==> config.mk <==
export PLATFORM = sky130hd
export DESIGN_NAME = fetch_queue
export DESIGN_NICKNAME = d
export VERILOG_FILES = /design/src/rtl/fetch_queue.sv
export SDC_FILE = /design/constraint.sdc
export NUM_CORES = 1
export LEC_CHECK = 0
export ABC_AREA = 1
export CORE_ASPECT_RATIO = 0.6
export CORE_MARGIN = 1
export CORE_UTILIZATION = 50
export CTS_CLUSTER_DIAMETER = 50
export DETAILED_ROUTE_END_ITERATION = 10
export GPL_ROUTABILITY_DRIVEN = 0
export PLACE_DENSITY = 0.74
export REMOVE_ABC_BUFFERS = 1
export SETUP_SLACK_MARGIN = 0.4
export SKIP_CTS_REPAIR_TIMING = 1
export SLEW_MARGIN = 20
export SYNTH_ARGS = -nofsm -noshare
export SYNTH_HDL_FRONTEND = slang
export SYNTH_SLANG_ARGS = --single-unit
==> constraint.sdc <==
create_clock -name clk -period 4.3 [get_ports clk]
set_input_delay 1.29 -clock clk [delete_from_list [all_inputs] [get_ports clk]]
set_output_delay 1.29 -clock clk [all_outputs]
set_load 0.02 [all_outputs]
==> src/rtl/fetch_queue.sv <==
// rtl/fetch_queue.sv - instruction fetch queue buffering {pc, inst} pairs between IF and ID
// Circular buffer with registered occupancy; flush on redirect, no bypass from in_* to out_*.
module fetch_queue #(
   parameter int ADDR_W = 32,
   parameter int INST_W = 32,
   parameter int DEPTH  = 4,
   parameter int CNT_W  = 3
) (
   input  logic              clk,
   input  logic              rst,
   input  logic              flush,
   input  logic              in_valid,
   input  logic [ADDR_W-1:0] in_pc,
   input  logic [INST_W-1:0] in_inst,
   output logic              in_ready,
   output logic              out_valid,
   output logic [ADDR_W-1:0] out_pc,
   output logic [INST_W-1:0] out_inst,
   input  logic              out_ready,
   output logic [CNT_W-1:0]  count
);

   localparam int PTR_W = $clog2(DEPTH);

   logic [PTR_W-1:0]  head_q, head_d;
   logic [PTR_W-1:0]  tail_q, tail_d;
   logic [CNT_W-1:0]  count_q, count_d;
   logic [ADDR_W-1:0] pc_mem   [DEPTH];
   logic [INST_W-1:0] inst_mem [DEPTH];
   logic              push;
   logic              pop;

   // Ready depends on occupancy only, so a pop never frees a slot for a same-cycle push.
   assign in_ready  = (count_q != CNT_W'(DEPTH));
   assign out_valid = (count_q != '0);
   assign push      = in_valid & in_ready;
   assign pop       = out_valid & out_ready;
   assign out_pc    = out_valid ? pc_mem[head_q]   : '0;
   assign out_inst  = out_valid ? inst_mem[head_q] : '0;
   assign count     = count_q;

   always_comb begin
      head_d  = head_q;
      tail_d  = tail_q;
      count_d = count_q;
      if (flush) begin
         head_d  = '0;
         tail_d  = '0;
         count_d = '0;
      end else if (push && pop) begin
         head_d = head_q + PTR_W'(1);
         tail_d = tail_q + PTR_W'(1);
      end else if (push) begin
         tail_d  = tail_q + PTR_W'(1);
         count_d = count_q + CNT_W'(1);
      end else if (pop) begin
         head_d  = head_q + PTR_W'(1);
         count_d = count_q - CNT_W'(1);
      end
   end

   always_ff @(posedge clk or negedge rst) begin
      if (!rst) begin
         head_q  <= '0;
         tail_q  <= '0;
         count_q <= '0;
      end else begin
         head_q  <= head_d;
         tail_q  <= tail_d;
         count_q <= count_d;
      end
   end

   // Entry storage is not reset; validity is tracked by count_q alone.
   always_ff @(posedge clk) begin
      if (push && !flush) begin
         pc_mem[tail_q]   <= in_pc;
         inst_mem[tail_q] <= in_inst;
      end
   end

endmodule

After elaboration in Yosys (flattened, before gate mapping). Memory sizes are Yosys's and may differ from the RTL's. Cells that the tools add are included.

Equal/unequal tests: 3. Reduce and logical (&&, ||, !) cells: 9. $add $sub $neg: 4. Bitwise logic cells: 2. Multiplexer cells: 15.

Operators by type and width (count): $mux 32 (2); $mux 2 (7); $mux 3 (4); $reduce_bool 3->1 (4); $add 2x1->2 const B (2); $reduce_and 2->1 (2); $add 3x1->3 const B (1); $ne 3x2->1 const B (1); $ne 3x3->1 const B (1); $sub 3x1->3 const B (1); $and 1x1->1 (2); $logic_and 1x1->1 (2); $mux 1 (2); $ne 2x2->1 const B (1); $logic_not 1->1 (1).

RAM bits: 256. Word-level logic and storage cells: 38. Output and inout port bits: 69. Input port bits: 69. Bits in registers: 7. Memories: 2.

Memories: inst_mem (words 4, bits a word 32, rd ports 1, clocked after memory_dff 0, wr ports 1, line 29) `logic [INST_W-1:0] inst_mem [DEPTH];`; pc_mem (words 4, bits a word 32, rd ports 1, clocked after memory_dff 0, wr ports 1, line 28) `logic [ADDR_W-1:0] pc_mem [DEPTH];`.

Longest topological paths before layout.
Depth after elaboration: 6. Gate-level depth with buffers: 10. Depth with buffers taken out: 10.

Worst setup path before layout. No wires, ideal clock.

Path kind: input to register. From: in flush. To: mem inst_mem[0][0] (enable). Arrival: 4.332 ns. Path buffers: 0. Setup slack: -0.519 ns. Stages: 3. Setup time: 0.487 ns. Data required time: 3.813 ns. Path through: inv_1 > nand3_1 > nor2_1.

Longest elaborated chain between the ends: 4.

Ends and longest elaborated chain: start: declaration (line 11) `input logic flush,`; $logic_not 1->1 (line 76) `if (push && !flush) begin`; $logic_and 1x1->1 (line 76); $mux 1 (line 76); $mux 1 (not written as such) (line 78) `inst_mem[tail_q] <= in_inst;`; end: declaration (line 29).

No other way between the ends.

Final worst setup path.
From: reg head_q[0]. To: out out_pc[14].

Longest elaborated chain between the ends: 2.

Ends and longest elaborated chain: start: declaration (line 25) `logic [PTR_W-1:0] head_q, head_d;`; start signal: assignment (line 64) `head_q <= '0;`; start signal: assignment (line 68) `head_q <= head_d;`; $mem_v2 4x32; $mux 32 (line 38) `assign out_pc = out_valid ? pc_mem[head_q] : '0;`; end: declaration (line 17) `output logic [ADDR_W-1:0] out_pc,`.

No other way between the ends.

==> impl_metrics.json <==
{
  "synth_edf_count": 256,
  "powerDensity_nw_per_um2": 597,
  "postLayoutCellArea_um2": 13100,
  "final_nets": 1036,
  "wl_per_cell_um": 19.0,
  "syn_inst": 822,
  "fin_worst_skew_ns": 0.0112,
  "dpl.hpwl_mm": 13.5,
  "finalSetupViolCount": 0,
  "status": "completed",
  "cp-start-kind": "flop",
  "grt_max_degree": 69,
  "met3_usage_pct": 5.88,
  "area_delta_synth_final_pct": 26.0,
  "yosys_most_used_dff": "edfxtp_1",
  "hold_viol_final": 0,
  "synth_most_common_cell": "nor2_1",
  "cts.path.max_buffers": 3,
  "antenna_found_initial": 0,
  "grt_pass1_wl_mm": 35.9,
  "peakVddDrop_mv": 0.419,
  "io_pins": 138,
  "die-height_um": 114,
  "clkTransAtPathRegs_ns": 0.06,
  "gr-total-overflow": 0,
  "rows": 40,
  "grt_pass1_vias": 6342,
  "ys_seq_elements": 263,
  "finalCriticalPeriod_ns": 3.89,
  "io_buffers": 137,
  "h-tree-depth": 1,
  "fmax_ghz": 0.257,
  "drt_pre_antenna_iters": 5,
  "synth_cell_types": 22,
  "top_usage_layer": "met1",
  "slew_violations": 0,
  "drc_errors": 0,
  "yosys-top-cells-area": "edfxtp_1, nor2_1, o21ai_1",
  "viasPerCell": 5.38,
  "cts_tree": "yes",
  "ant_nets": 0,
  "synth_warnings": 0,
  "power_leakage_nw": 4.69,
  "gr-usage-met2_pct": 31.8,
  "initial_core_util_pct": 51.5,
  "worstHoldPathType": "reg2reg",
  "arrival_ns": 2.60,
  "synth_area_leader_cell": "edfxtp_1",
  "crit_required_ns": 3.01,
  "cts-root-buf": "clkbuf_16",
  "grt_util_met1_pct": 33.2,
  "drive_gt1_share_pct": 7.17,
  "drtIter0Drc": 680,
  "crit_type": "reg2out",
  "tightestPinTransition_ns": 0.546,
  "cts_num_sinks": 263,
  "die_area_um2": 21400,
  "maxCapViolations": 0,
  "grt_usage_pct": 21.8,
  "netlist.area_leader.share_pct": 73.8,
  "vias": 6719,
  "fin_crit_sh_pct": 90.4,
  "power_mw": 7.83,
  "tns_ns": 0,
  "diodes": 0,
  "post_dp_cell_area_um2": 12200,
  "ys_seq_area_share_pct": 75.5,
  "die_w_um": 188,
  "clk_latency_ns": 0.51,
  "rsz0062_at_grt": "yes",
  "cp_max_fo": 58,
  "relSlewSlack_pct": 63.5,
  "ys_top_cells_by_count": "nor2_1, edfxtp_1, o21ai_1, a21oi_1, o21ai_0",
  "ys_async_sr_fraction_pct": 2.66,
  "syn_area_per_cell_um2": 12.7,
  "netlist_area_um2": 10400,
  "cp-end-kind": "output pin",
  "core_um2": 20200,
  "wl_mm": 23.7,
  "cts_buffers": 25
}
## worst max-delay path, stage by stage (launching register included)
cell	delay, ns
dfrtp_4	0.57
inv_4	0.17
buf_12	0.25
o21ai_0	0.15
a21oi_1	0.24
clkdlybuf4s50_1	0.65
## cells by family after synthesis
kind of cell	Yosys count	share of synthesized area [%]
adders and majority gates	5	0.673
AOI/OAI and AO/OA	196	9.42
DFF	263	75.5
buffers and inverters	65	3.57
and+or+nand+nor	293	10.8
## path summary, 6_finish.rpt
| path | startpoint | end | slack (ns) | cells past startpoint |
|---|---|---|---|---|
| max | head_q[0] | out_pc[14] | 0.41 | 5 |
| min | tail_q[0] | tail_q[0] | 0.58 | 1 |
| max reg2reg | count[0] | pc_mem[3][17] | 2.13 | 5 |
| min reg2reg | tail_q[0] | tail_q[0] | 0.58 | 1 |
| max in group asynchronous | rst | head_q[1] | 2.93 | 1 |
| min in group asynchronous | rst | count[2] | 1.06 | 1 |
## through the flow
stage,cells,hold slack [ns],util (%),setup WS (ns)
after global routing,1249,0.605,64.9,0.345
after floorplan,773,0.516,-,-1.16
after CTS,1245,0.576,64.0,0.253
final,1249,0.583,64.9,0.412
after detailed placement,1204,0.577,60.5,0.797
after global placement,1204,0.563,60.5,0.791
## registers in the layout, summed over array words and instances (netlist names)
signal,count
pc_mem,128
inst_mem,128
count,3
head_q,2
tail_q,2
## routing by layer
| layer | part of all wire (%) | wire, µm |
|---|---|---|
| met1 | 46 | 10900 |
| met2 | 43 | 10300 |
| met3 | 9.6 | 2280 |
| met4 | 0.99 | 235 |
| met5 | 0 | 0 |
## final cells by class
| type | count | area [µm²] |
|---|---|---|
| timing repair buffer | 162 | 1900 |
| clock inverter | 11 | 73.8 |
| fill | 1486 | 7110 |
| inverter | 16 | 65.1 |
| clock buffer | 30 | 644 |
| tap | 273 | 342 |
| multi-input combinational | 494 | 2210 |
| sequential | 263 | 7870 |
## where the power goes
part	switching, mW	total [mW]	internal [mW]
combinational	1.66	2.78	1.12
clock	0.884	2.00	1.12
sequential	0.0712	3.05	2.98
total	2.62	7.83	5.21
## placed cells by master (no fill, tap or decap)
cell type	n
inv_4	2
nand2_2	3
a21oi_1	63
nand3_1	10
buf_12	16
clkdlybuf4s50_1	117
bufinv_16	1
clkinv_2	1
ha_1	4
clkbuf_16	27
clkbuf_1	5
clkinv_1	8
nor2_2	1
fa_1	1
nor2_1	258
dfrtp_1	5
edfxtp_1	256
dfrtp_4	2
o21ai_0	58
o21ai_1	73
clkinv_4	1
inv_1	12
or2_2	1
buf_16	3
inv_2	2
buf_4	4
nor2_4	4
nand2_1	16
a21oi_2	2
dlymetal6s2s_1	20
No activity file was read; power rests on OpenSTA's default activity.
